===== config.mk =====
export PLATFORM = sky130hd
export DESIGN_NAME = div3_residue_tx
export DESIGN_NICKNAME = d
export VERILOG_FILES = /design/src/rtl/div3_residue_tx.sv
export SDC_FILE = /design/constraint.sdc
export NUM_CORES = 1
export LEC_CHECK = 0
export CORE_AREA = 2 2 54 56
export CTS_CLUSTER_DIAMETER = 80
export DETAILED_ROUTE_END_ITERATION = 6
export DIE_AREA = 0 0 56 58
export SLEW_MARGIN = 10
export SYNTH_ARGS = -nofsm -noshare
export SYNTH_HDL_FRONTEND = slang
export SYNTH_SLANG_ARGS = --single-unit

===== constraint.sdc =====
create_clock -name clk -period 1.29 [get_ports clk]
set_input_delay 0.1935 -clock clk [delete_from_list [all_inputs] [get_ports clk]]
set_output_delay 0.1935 -clock clk [all_outputs]
set_load 0.005 [all_outputs]

===== src/rtl/div3_residue_tx.sv =====
// ============================================================================
// Module   : div3_residue_tx
// Purpose  : MSB-first serial transmitter for the divide-by-3 residue link.
//            Tracks the running remainder mod 3 and, when DIV3_TX_CHECK_EN is
//            defined, appends two check bits so each frame is divisible by 3.
// Revision : 1.0 - initial release
// ============================================================================
`default_nettype none

module div3_residue_tx #(
    parameter int DATA_W = 8
) (
    input  logic              clk,
    input  logic              rst_n,
    input  logic [DATA_W-1:0] in_data,
    input  logic              in_valid,
    output logic              in_ready,
    output logic              out_bit,
    output logic              out_valid,
    input  logic              out_ready,
    output logic              out_first,
    output logic              out_last,
    output logic [1:0]        residue
);

    localparam int CNT_W = (DATA_W > 2) ? $clog2(DATA_W) : 1;
    localparam logic [CNT_W-1:0] LAST_IDX = CNT_W'(DATA_W - 1);
`ifndef DIV3_TX_CHECK_EN
    localparam logic [CNT_W-1:0] PENULT_IDX = CNT_W'(DATA_W - 2);
`endif

    typedef enum logic [1:0] {
        ST_IDLE = 2'd0,
        ST_DATA = 2'd1,
        ST_CHK  = 2'd2
    } state_t;

    state_t            state_q;
    logic [DATA_W-1:0] shreg_q;
    logic [CNT_W-1:0]  cnt_q;
    logic [1:0]        residue_q;
    logic              out_bit_q;
    logic              out_valid_q;
    logic              out_first_q;
    logic              out_last_q;
    logic              in_ready_q;
    logic [1:0]        residue_d;

    // Appending bit b to a value with remainder r gives remainder (2r + b) mod 3.
    function automatic logic [1:0] res_step(input logic [1:0] r, input logic b);
        logic [1:0] n;
        case (r)
            2'd0:    n = {1'b0, b};
            2'd1:    n = b ? 2'd0 : 2'd2;
            2'd2:    n = b ? 2'd2 : 2'd1;
            default: n = 2'd0;
        endcase
        return n;
    endfunction

    assign residue_d = res_step(residue_q, out_bit_q);

`ifdef DIV3_TX_CHECK_EN
    logic       chk_lsb_q;
    logic       chk_idx_q;
    logic [1:0] chk_d;

    // Two appended bits are worth t mod 3 because 4 == 1 (mod 3).
    always_comb begin
        chk_d = 2'b00;
        case (residue_d)
            2'd1:    chk_d = 2'b10;
            2'd2:    chk_d = 2'b01;
            default: chk_d = 2'b00;
        endcase
    end
`endif

    always_ff @(posedge clk or negedge rst_n) begin
        if (!rst_n) begin
            state_q     <= ST_IDLE;
            shreg_q     <= '0;
            cnt_q       <= '0;
            residue_q   <= 2'd0;
            out_bit_q   <= 1'b0;
            out_valid_q <= 1'b0;
            out_first_q <= 1'b0;
            out_last_q  <= 1'b0;
            in_ready_q  <= 1'b0;
`ifdef DIV3_TX_CHECK_EN
            chk_lsb_q   <= 1'b0;
            chk_idx_q   <= 1'b0;
`endif
        end else begin
            case (state_q)
                ST_IDLE: begin
                    in_ready_q  <= 1'b1;
                    out_valid_q <= 1'b0;
                    if (in_valid && in_ready_q) begin
                        shreg_q     <= {in_data[DATA_W-2:0], 1'b0};
                        cnt_q       <= '0;
                        residue_q   <= 2'd0;
                        out_bit_q   <= in_data[DATA_W-1];
                        out_valid_q <= 1'b1;
                        out_first_q <= 1'b1;
                        out_last_q  <= 1'b0;
                        in_ready_q  <= 1'b0;
                        state_q     <= ST_DATA;
                    end
                end

                ST_DATA: begin
                    if (out_ready) begin
                        residue_q   <= residue_d;
                        out_first_q <= 1'b0;
                        shreg_q     <= shreg_q << 1;
                        cnt_q       <= cnt_q + CNT_W'(1);
                        if (cnt_q == LAST_IDX) begin
`ifdef DIV3_TX_CHECK_EN
                            chk_lsb_q  <= chk_d[0];
                            chk_idx_q  <= 1'b0;
                            out_bit_q  <= chk_d[1];
                            out_last_q <= 1'b0;
                            state_q    <= ST_CHK;
`else
                            out_bit_q   <= 1'b0;
                            out_valid_q <= 1'b0;
                            out_last_q  <= 1'b0;
                            in_ready_q  <= 1'b1;
                            state_q     <= ST_IDLE;
`endif
                        end else begin
                            out_bit_q <= shreg_q[DATA_W-1];
`ifndef DIV3_TX_CHECK_EN
                            out_last_q <= (cnt_q == PENULT_IDX);
`endif
                        end
                    end
                end

`ifdef DIV3_TX_CHECK_EN
                ST_CHK: begin
                    if (out_ready) begin
                        residue_q <= residue_d;
                        if (!chk_idx_q) begin
                            out_bit_q  <= chk_lsb_q;
                            out_last_q <= 1'b1;
                            chk_idx_q  <= 1'b1;
                        end else begin
                            out_bit_q   <= 1'b0;
                            out_valid_q <= 1'b0;
                            out_last_q  <= 1'b0;
                            chk_idx_q   <= 1'b0;
                            in_ready_q  <= 1'b1;
                            state_q     <= ST_IDLE;
                        end
                    end
                end
`endif

                default: begin
                    state_q     <= ST_IDLE;
                    out_bit_q   <= 1'b0;
                    out_valid_q <= 1'b0;
                    out_first_q <= 1'b0;
                    out_last_q  <= 1'b0;
                    residue_q   <= 2'd0;
                    in_ready_q  <= 1'b0;
                end
            endcase
        end
    end

    assign in_ready  = in_ready_q;
    assign out_bit   = out_bit_q;
    assign out_valid = out_valid_q;
    assign out_first = out_first_q;
    assign out_last  = out_last_q;
    assign residue   = residue_q;

endmodule

`default_nettype wire


After elaboration in Yosys (flattened, before gate mapping)
Index checks and enable logic that the tools add are counted.
Widths: inputs -> output; s select.
{"block": "word_totals", "regBits": 20, "latchBits": 0, "mem_bits_rw": 0, "mem_bits_ro": 0, "in_bits": 12, "output_inout_bits": 7, "word_cells": 61, "n_memories": 0}
{"block": "classes", "n_addsub": 1, "mul": 0, "div_mod_pow": 0, "magnitude_cmp": 0, "n_eq_ne": 8, "shifts": 0, "muxes": 35, "n_bitwise": 0, "reduce_logical": 8}
{"operator": "$mux 8", "count": 2}
{"operator": "$pmux 8 s2", "count": 1}
{"operator": "$mux 1", "count": 14}
{"operator": "$mux 2", "count": 7}
{"operator": "$pmux 1 s2", "count": 5}
{"operator": "$pmux 2 s2", "count": 2}
{"operator": "$eq 3x3->1 const B", "count": 2}
{"operator": "$mux 3", "count": 2}
{"operator": "$ne 2x2->1 const B", "count": 3}
{"operator": "$pmux 2 s3", "count": 1}
{"operator": "$pmux 3 s2", "count": 1}
{"operator": "$reduce_and 3->1", "count": 2}
{"operator": "$eq 2x1->1 const B", "count": 2}
{"operator": "$logic_not 2->1", "count": 2}
{"operator": "$reduce_and 2->1", "count": 2}
{"operator": "$add 3x1->3 const B", "count": 1}
{"operator": "$eq 2x2->1 const B", "count": 1}
{"operator": "$reduce_bool 2->1", "count": 1}
{"operator": "$logic_and 1x1->1", "count": 1}

Longest topological paths before layout
Gate-level depths: netlist of run 1.
{"block": "logic_depth", "word_depth": 4, "ltp_mapped": 5, "depth_no_buf": 5}

Worst setup path before layout of run 1
OpenSTA, ideal clock, no wires.
{"block": "synth_path", "path_kind": "register -> register", "startpoint": "register state_q[0]", "endpoint": "register cnt_q[2]", "setup_time_ns": 0.122, "arrival_ns": 1.094, "required_ns": 1.168, "path_slack_ns": 0.075, "path_stages_with_launch": 6, "period_less_slack_ns": 1.215, "path_cell_list": "dfrtp_1 > buf_6 > nand3b_4 > and2_4 > buf_6 > a32o_1"}
{"block": "synth_between", "elab_chain_len": 3, "word_cells_on_any_way": 7, "cone_classes": "eq/ne: 3; mux: 1; reduce/logical: 3"}
{"element": "from (decl)", "line_no": "38", "source": "state_t state_q;"}
{"element": "from (signal assigned)", "line_no": "81", "source": "state_q <= ST_IDLE;"}
{"element": "from (signal assigned)", "line_no": "108", "source": "state_q <= ST_DATA;"}
{"element": "from (signal assigned)", "line_no": "130", "source": "state_q <= ST_IDLE;"}
{"element": "$eq 2x1->1 or $logic_not 2->1 (tied branches)", "line_no": "95", "source": "case (state_q)"}
{"element": "$ne 2x2->1 (no line) or $reduce_bool 2->1 (tied branches)"}
{"element": "$reduce_and 3->1 (no line)"}
{"element": "to (signal assigned)", "line_no": "117", "source": "cnt_q <= cnt_q + CNT_W'(1);"}
{"element": "to (decl)", "line_no": "40", "source": "logic [CNT_W-1:0] cnt_q;"}
Several ways; a longest one is shown, not always the timed one.
A chain may end at the register's enable or synchronous reset.

Worst setup path after layout of run 1
{"block": "layout_path", "startpoint": "register cnt_q[0]", "endpoint": "register in_ready_q (netlist: in_ready)"}
{"block": "layout_between", "elab_chain_len": 3}
{"element": "$eq 3x3->1", "line_no": "118", "source": "if (cnt_q == LAST_IDX) begin"}
{"element": "$ne 2x2->1 (no line)"}
{"element": "$reduce_and 2->1 (no line)"}
{"element": "to (signal assigned)", "line_no": "107", "source": "in_ready_q <= 1'b0;"}
{"element": "to (signal assigned)", "line_no": "129", "source": "in_ready_q <= 1'b1;"}
{"element": "to (signal assigned)", "line_no": "168", "source": "in_ready_q <= 1'b0;"}
{"element": "to (decl)", "line_no": "46", "source": "logic in_ready_q;"}
Every way passes these cells.

==> results.toml, run 1 <==
[yosys]
ys.warnings.count = 0
yosysMostFrequentCell = "dfrtp_1"
synthTopCellsByCount = "dfrtp_1 (18), nand2_1 (9), nand3_1 (8), o21ai_0 (8), mux2i_1 (6)"
yosysSeqAreaShare_pct = 51.6
synth_top_area_cell = "dfrtp_1"
synth-edff-count = 0
synth.avg_cell_area_um2 = 10.9
ys_types = 23
syn_nets = 95
synthFlopType = "dfrtp_1"
synth_cells = 80
ys_ff_latch = 18
synthTopCellsByArea = "dfrtp_1 (52%), mux2i_1 (6.9%), nand3_1 (4.6%)"
yosys.area.top_type_share_pct = 51.6
synth_area_um2 = 872
async_reset_ff_share_pct = 100

[cts]
cts-buffers-inserted = 3
path_clk_slew_ns = 0.10
cts_sinks = 18
cts_buffer_depth = 2
cts_max_level = 1
cts-root-buf = "clkbuf_4"
cts_tree = "built"
clock_latency_ns = 0.29

[setup_path]
r2r_setup_slack_ns = 0.04
crit_path_max_incr_delay_ns = 0.41
cpMostUsedCell = "nand2_1"
worst-path-buf-inv = 0
cp-start-kind = "flop"
cp_max_fo = 3
cp_slowest_cell = "dfrtp_1"
r2r_end = "in_ready"
r2r-start = "cnt_q[0]"
cp_num_cells = 5
rr_worst_depth = 5
worstSetupPathType = "flop to flop"
path_delay_family = "flip-flops"
worstPathArrival_ns = 1.43
cp-end-kind = "flop"
cp_cell_sequence = "ha_1, ha_2, nand2_1, nand2_1, o21a_1"
critPathRequiredTime_ns = 1.48

[worst_hold_path]
hold_path.class = "primary input to asynchronous set/reset pin"

[sta]
fin_crit_sh_pct = 96.6
fin_crit_ns = 1.25
setup_viol = 0
drv_slew = 0
final.setup_skew_ns = 0.00410
rsz0062_at_grt = "no"
clock.fmax_mhz = 803
hold_viol = 0
tightest_slew_ns = 0.240
max-slew-margin-rel_pct = 84.0

[placed_design]
post-dp-hpwl_mm = 1.30
portBuffers = 18
gp_congestion = 0.703

[final_layout]
drive_gt1_share_pct = 23.0
antenna_cells = 0
area_growth_pct = 38.2
utilization_pct = 45.3
fin_nets = 129

[global_route]
grt_pass1_vias = 737
overflow = 0
grt_pass1_wl_mm = 3.13
grtUsageTotal_pct = 12.4
grt_max_degree = 19
antenna_found_initial = 0

[route]
num_vias = 701
drc = 0
drt_iter0_markers = 11
wl_per_cell_um = 12.3
postRouteAntennaNets = 0
routed_wl_mm = 1.77
firstDrtPassIters = 3
via_per_inst = 4.87

[floorplan]
die_w_um = 56
initial_core_util_pct = 32.8
dieArea_mm2 = 0.00325
fp-row-count = 19
core_area_mm2 = 0.00266
io_pins = 19
fp.dieH_um = 58

[power_and_ir_drop]
p_per_area_mw_per_mm2 = 1960
power.leakage_uw = 0.000618
power_uw = 2360
worst_ir_drop_vdd_v = 0.00107

[outcome]
outcome = "complete, no violations"

[job]
max-cap-violations = 0
[cell usage in the layout, fill, tap and decap left out, drive strengths merged]
cell and count:
a21o 1, a21oi 2, a32o 1, and2 1, and3b 1, buf 16, clkbuf 4, clkdlybuf4s50 11
dfrtp 18, dlygate4sd2 7, ha 3, inv 4, mux2 2, mux2i 6, nand2 9, nand3 8
nand3b 1, nand4b 1, nor2 1, nor3 1, o21a 1, o21ai 8, o22ai 3, o2bb2ai 2
xnor2 1
[logic make-up (layout without fill, tap and decap cells)]
logic type	Yosys count	in the layout	share of synthesized area (%)
AOI/OAI and AO/OA	18	18	12.8
xor gates and xnor gates	1	1	1.00
adders and majority gates	3	3	4.30
buffers and inverters	9	42	6.02
DFF	18	18	51.6
muxes	8	8	9.47
and+or+nand+nor	23	23	14.8
[sequential cells by signal (all words and copies together), names as in the netlist]
name,flops
cnt_q,3
state_q,1
shreg_q,7
out_first,1
out_last,1
out_bit,1
in_ready,1
out_valid,1
residue,2
[per-stage QoR]
step	std cells	worst slack [ns]	setup TNS, ns	hold slack [ns]	instance area [um2]
floorplan	80	0.0747	0	-0.102	872
global placement	131	-0.106	-0.370	0.485	1110
detailed placement	131	-0.124	-0.537	0.492	1110
CTS	142	0.0331	0	0.216	1190
global route	144	0.0100	0	0.218	1200
finish	144	0.0445	0	0.219	1200
[per-layer routing]
layer  vias to the layer above  part of all wire (%)  track usage (%)
li1                        349                     -                -
met1                       343                    47             15.0
met2                         9                    50             21.5
met3                         0                   3.5             4.02
met4                         0                     0             3.06
met5                         -                     0                0
[power breakdown]
group	total (uW)	switching [uW]	internal (uW)	leakage, uW
clock network	346	174	172	0.0000210
registers	945	143	802	0.000228
logic	1070	463	608	0.000369
[repair_timing]
| item | CTS | global route |
|---|---|---|
| endpoints found under the setup margin | 7 | 2 |
| buffers inserted | 7 | 2 |
| endpoints found under the hold margin | 0 | 0 |
| hold buffers | 0 | 0 |
| resized for setup | 8 | 2 |
| pin swaps | 0 | 1 |
[final cells by class]
class | count | area [um2]
clock buffer | 4 | 36.3
fill | 275 | 1460
inverter | 4 | 15.0
multi-input combinational | 53 | 372
sequential | 18 | 452
tap | 31 | 38.8
timing repair buffer | 34 | 292
[how the worst max path moves through the flow]
stage / endpoint / from
final: in_ready / cnt_q[0]
after global routing: in_ready / cnt_q[0]
after detailed placement: out_bit / in_valid
after floorplan: cnt_q[2] / state_q[0]
after CTS: in_ready / cnt_q[0]
after global placement: out_bit / in_valid
(Power assumes the default switching activity.)
==> run 2, diff against run 1 <==
--- a/config.mk
+++ b/config.mk
@@ -5,10 +5,10 @@
 export SDC_FILE = /design/constraint.sdc
 export NUM_CORES = 1
 export LEC_CHECK = 0
-export CORE_AREA = 2 2 54 56
+export CORE_AREA = 2 2 60 51
 export CTS_CLUSTER_DIAMETER = 80
 export DETAILED_ROUTE_END_ITERATION = 6
-export DIE_AREA = 0 0 56 58
+export DIE_AREA = 0 0 62 53
 export SLEW_MARGIN = 10
 export SYNTH_ARGS = -nofsm -noshare
 export SYNTH_HDL_FRONTEND = slang
==> run 2 against run 1 <==
Net effect: routed wire length increased by 6.9%; clock skew about the same; die area increased by 1.2%; via count increased by 0.57%; critical endpoint is now out_bit.
==> results.toml, run 2 (synthesis results as in run 1) <==
[setup_path]
r2r-start = "cnt_q[1]"
r2r_setup_slack_ns = 0.1
setup.worst_path.start = "cnt_q[1]"
worstSetupPathType = "flop to flop"
worstPathArrival_ns = 1.38
cp-start-kind = "flop"
cp_max_fo = 3
crit_path_end = "out_bit"
cp-end-kind = "flop"
rr_worst_depth = 4
critPathRequiredTime_ns = 1.48
r2r_end = "out_bit"

[sta]
worst_slack_ns = 0.0967
final.setup_skew_ns = 0.00431
fin_crit_ns = 1.19
max-slew-margin-rel_pct = 83.9
drv_slew = 0
hold_viol = 0
setup_viol = 0
fin_crit_sh_pct = 92.5
rsz0062_at_grt = "no"
clock.fmax_mhz = 838
tightest_slew_ns = 0.241

[power_and_ir_drop]
p_seq_share_pct = 40.2
pwr-share-comb_pct = 48.0
p_clk_share_pct = 11.8
power.switching_uw = 788
p_per_area_mw_per_mm2 = 1930
power.leakage_uw = 0.000614
p_int_uw = 1540
switching_share_pct = 33.8
worst_ir_drop_vdd_v = 0.000685

[worst_hold_path]
hold_path.class = "primary input to asynchronous set/reset pin"

[final_layout]
final_cells = 151
antenna_cells = 0
largest_reg_flops = 7
area_growth_pct = 38.7
num-fill-cells = 265
drive_gt1_share_pct = 23.9
final_cell_mix = "dfrtp_1 (17), buf_4 (17), clkdlybuf4s50_1 (11), nand2_1 (9)"
fin_nets = 130
largest-register = "shreg_q"
utilization_pct = 45.5
design_area_mm2 = 0.00121

[route]
routed_wl_mm = 1.89
via_per_inst = 4.67
firstDrtPassIters = 4
postRouteAntennaNets = 0
drt_iter0_markers = 14
wl_per_cell_um = 12.5
num_vias = 705
drc = 0

[floorplan]
io_pins = 19
initial_core_util_pct = 32.8
fp-row-count = 17
dieArea_mm2 = 0.00329
core_area_mm2 = 0.00266
die_w_um = 62
fp.dieH_um = 53

[global_route]
antenna_found_initial = 0
grtUsageTotal_pct = 13.0
grt_pass1_wl_mm = 2.93
grt_max_degree = 19
grt_pass1_vias = 655
overflow = 0

[placed_design]
placed_area_mm2 = 0.00114
gp_congestion = 0.721
post-dp-hpwl_mm = 1.36
place_ws_ns = -0.0899
dp_cells = 141
portBuffers = 18

[cts]
cts-buffers-inserted = 3
path_clk_slew_ns = 0.10
cts-root-buf = "clkbuf_4"
cts_sinks = 18
cts_buffer_depth = 2
cts_tree = "built"
cts_max_level = 1
clock_latency_ns = 0.29

[outcome]
outcome = "complete, no violations"

[job]
max-cap-violations = 0
run 2: cell types whose count changed in the layout (fill, tap and decap cells not counted):
cell      previous run  this run
o21ai_1              1         0
clkbuf_8             1         0
ha_1                 2         1
ha_2                 1         2
buf_4               16        17
o21ai_0              7         8
run 2: power groups by stage:
stage / combinational (uW) / sequential, uW / clock, uW
finish: 1120 / 937 / 276
global route: 1270 / 962 / 313
CTS: 1110 / 935 / 289
detailed placement: 993 / 1000 / 0
global placement: 965 / 991 / 0
floorplan: 613 / 969 / 0
run 2: timing repair:
item	4_1_cts	5_1_grt
gates resized for setup	8	2
endpoints found under the setup margin	7	2
setup buffers	6	1
hold buffers	0	0
run 2: cell type report:
cell class                      instances  area [um2]  share of cell area (%)
Tap cell                               38        47.5                    3.93
Inverter                                4        15.0                    1.24
Sequential cell                        18         452                    37.3
Clock buffer                            3        22.5                    1.86
Timing Repair Buffer                   35         299                    24.7
Multi-Input combinational cell         53         374                    30.9
run 2: metrics by stage:
stage / total power, uW / hold WS, ns / TNS (ns)
4_1_cts: 2330 / 0.226 / 0
6_report: 2330 / 0.224 / 0
3_3_place_gp: 1960 / 0.484 / -0.260
5_1_grt: 2540 / 0.239 / 0
2_1_floorplan: 1580 / -0.102 / 0
3_5_place_dp: 2000 / 0.492 / -0.279
run 2: metal layers:
| metal | vias up | share of wire (%) | GRT usage, % |
|---|---|---|---|
| li1 | 350 | - | - |
| met1 | 333 | 44 | 15.2 |
| met2 | 17 | 47 | 21.0 |
| met3 | 5 | 7.3 | 5.62 |
| met4 | 0 | 1.8 | 4.26 |
| met5 | - | 0 | 0 |
run 2: worst min-delay path by stage:
| stage | start | to | slack, ns | depth (start not counted) |
|---|---|---|---|---|
| after floorplan | rst_n | cnt_q[0] | -0.10 | 0 |
| after global placement | shreg_q[7] | shreg_q[7] | 0.48 | 2 |
| after detailed placement | shreg_q[7] | shreg_q[7] | 0.49 | 2 |
| after CTS | rst_n | out_valid | 0.23 | 2 |
| after global routing | rst_n | out_first | 0.24 | 2 |
| final | rst_n | out_first | 0.22 | 2 |
run 2: worst max-delay path: stages, from the launching register on:
cell and delay [ns]:
dfrtp_1 0.38, ha_2 0.18, ha_2 0.19, o22ai_1 0.07
mux2_2 0.26
==> run 3, diff against run 2 <==
--- a/config.mk
+++ b/config.mk
@@ -5,10 +5,14 @@
 export SDC_FILE = /design/constraint.sdc
 export NUM_CORES = 1
 export LEC_CHECK = 0
-export CORE_AREA = 2 2 60 51
+export CAP_MARGIN = 10
+export CELL_PAD_IN_SITES_DETAIL_PLACEMENT = 1
+export CELL_PAD_IN_SITES_GLOBAL_PLACEMENT = 2
+export CORE_AREA = 2 2 66 55
 export CTS_CLUSTER_DIAMETER = 80
 export DETAILED_ROUTE_END_ITERATION = 6
-export DIE_AREA = 0 0 62 53
+export DIE_AREA = 0 0 68 57
+export PLACE_DENSITY_LB_ADDON = 0.1
 export SLEW_MARGIN = 10
 export SYNTH_ARGS = -nofsm -noshare
 export SYNTH_HDL_FRONTEND = slang
==> run 3 against run 2 <==
Net effect: fmax is 0.13% lower; clock skew hardly changed; sequential power is 0.9% higher; clock power is 66% higher; final cell count is 0.66% higher; clock-buffer cell count is 1 higher; routed wire length is 8.6% higher; design area is 0.83% higher; critical endpoint unchanged.
==> results.toml, run 3 (synthesis results as in run 1) <==
[outcome]
outcome = "complete, no violations"

[route]
postRouteAntennaNets = 0
drc = 0
drt_iter0_markers = 28
via_per_inst = 4.52
wl_per_cell_um = 13.5
firstDrtPassIters = 2
num_vias = 687
routed_wl_mm = 2.05

[sta]
final.setup_skew_ns = 0.00420
rsz0062_at_grt = "no"
worst_slack_ns = 0.0951
tightest_slew_ns = 0.242
max-slew-margin-rel_pct = 83.9
tns_ns = 0
drv_slew = 0
hold_viol = 0
fin_crit_ns = 1.19
fin_crit_sh_pct = 92.6
setup_viol = 0
clock.fmax_mhz = 837

[floorplan]
fp-row-count = 19
io_pins = 19
initial_core_util_pct = 26.6
dieArea_mm2 = 0.00388
fp.dieH_um = 57
core_area_mm2 = 0.00328
die_w_um = 68

[setup_path]
worstPathArrival_ns = 1.34
critPathRequiredTime_ns = 1.43
cp_max_fo = 3
cp-end-kind = "flop"
worstSetupPathType = "flop to flop"
cp-start-kind = "flop"

[global_route]
antenna_found_initial = 0
grt_max_degree = 19
grt_pass1_vias = 757
grtUsageTotal_pct = 11.9
grt_pass1_wl_mm = 3.50
overflow = 0

[final_layout]
area_growth_pct = 39.9
final_cell_mix = "dfrtp_1 (17), buf_4 (13), clkdlybuf4s50_1 (11)"
drive_gt1_share_pct = 22.7
final_common_cell = "dfrtp_1"
fin_nets = 126
num-fill-cells = 388
antenna_cells = 0
design_area_mm2 = 0.00122
largest_reg_flops = 7
largest-register = "shreg_q"

[job]
max-cap-violations = 0

[power_and_ir_drop]
worst_ir_drop_vdd_v = 0.000741
power_uw = 2460
p_per_area_mw_per_mm2 = 2020
power.leakage_uw = 0.000609

[cts]
clock_latency_ns = 0.25
cts-root-buf = "clkbuf_8"
cts-buffers-inserted = 3
cts_tree = "built"
cts_sinks = 18
cts_buffer_depth = 2
path_clk_slew_ns = 0.07
postCtsHoldBufs = 0
cts_max_level = 1

[placed_design]
gp_congestion = 0.660
placed_area_mm2 = 0.00113
place_ws_ns = -0.122
portBuffers = 18
post-dp-hpwl_mm = 1.47

[worst_hold_path]
hold_path.class = "primary input to asynchronous set/reset pin"
[run 3: cell count changes in the layout (fill, tap and decap cells not counted)]
cell      delta
buf_4        -4
clkbuf_4     -3
clkbuf_8     +4
nand2_1      -1
nand2_2      +1
[run 3: power breakdown]
part	internal [uW]	total, uW	switching, uW
registers	804	945	141
clock network	271	458	187
logic	571	1060	485
total	1650	2460	813
[run 3: what timing repair did]
action	4_1_cts	5_1_grt
pin swaps	0	0
endpoints found under the setup margin	8	1
setup buffers	4	0
gates resized for setup	8	3
[run 3: path summary, 6_finish.rpt]
path	start	to	slack [ns]	cells after the start
setup / recovery	cnt_q[1]	out_bit	0.1	4
max in group asynchronous	rst_n	in_ready	0.80	2
hold reg to reg	shreg_q[7]	shreg_q[7]	0.50	2
setup reg to reg	cnt_q[1]	out_bit	0.1	4
hold / removal	rst_n	out_valid	0.27	2
min in group clk	shreg_q[7]	shreg_q[7]	0.50	2
[run 3: layer usage]
metal	GRT usage (%)	routed length, um	up-vias
met3	4.14	79	2
li1	-	-	340
met1	16.5	1060	335
met5	0	0	-
met4	2.00	13	0
met2	18.3	899	10
[run 3: metrics by stage]
step           std cells  util (%)  hold slack, ns
3_5_place_dp         144      34.6           0.495
2_1_floorplan         80         -          -0.102
6_report             152      37.2           0.273
3_3_place_gp         144      34.6           0.487
5_1_grt              152      37.2           0.292
4_1_cts              152      37.0           0.276
[run 3: final cells by class]
type / count / area (um2) / share of cell area [%]
timing repair buffer: 31 / 269 / 22.1
multi-input combinational: 53 / 377 / 30.9
tap: 42 / 52.6 / 4.31
inverter: 4 / 15.0 / 1.23
clock buffer: 4 / 55.1 / 4.51
sequential: 18 / 452 / 37.0
[run 3: critical path, stage by stage, from the launching register on]
cell and delay, ns:
dfrtp_1 0.37, ha_2 0.18, ha_2 0.19, o22ai_1 0.08, mux2_2 0.26
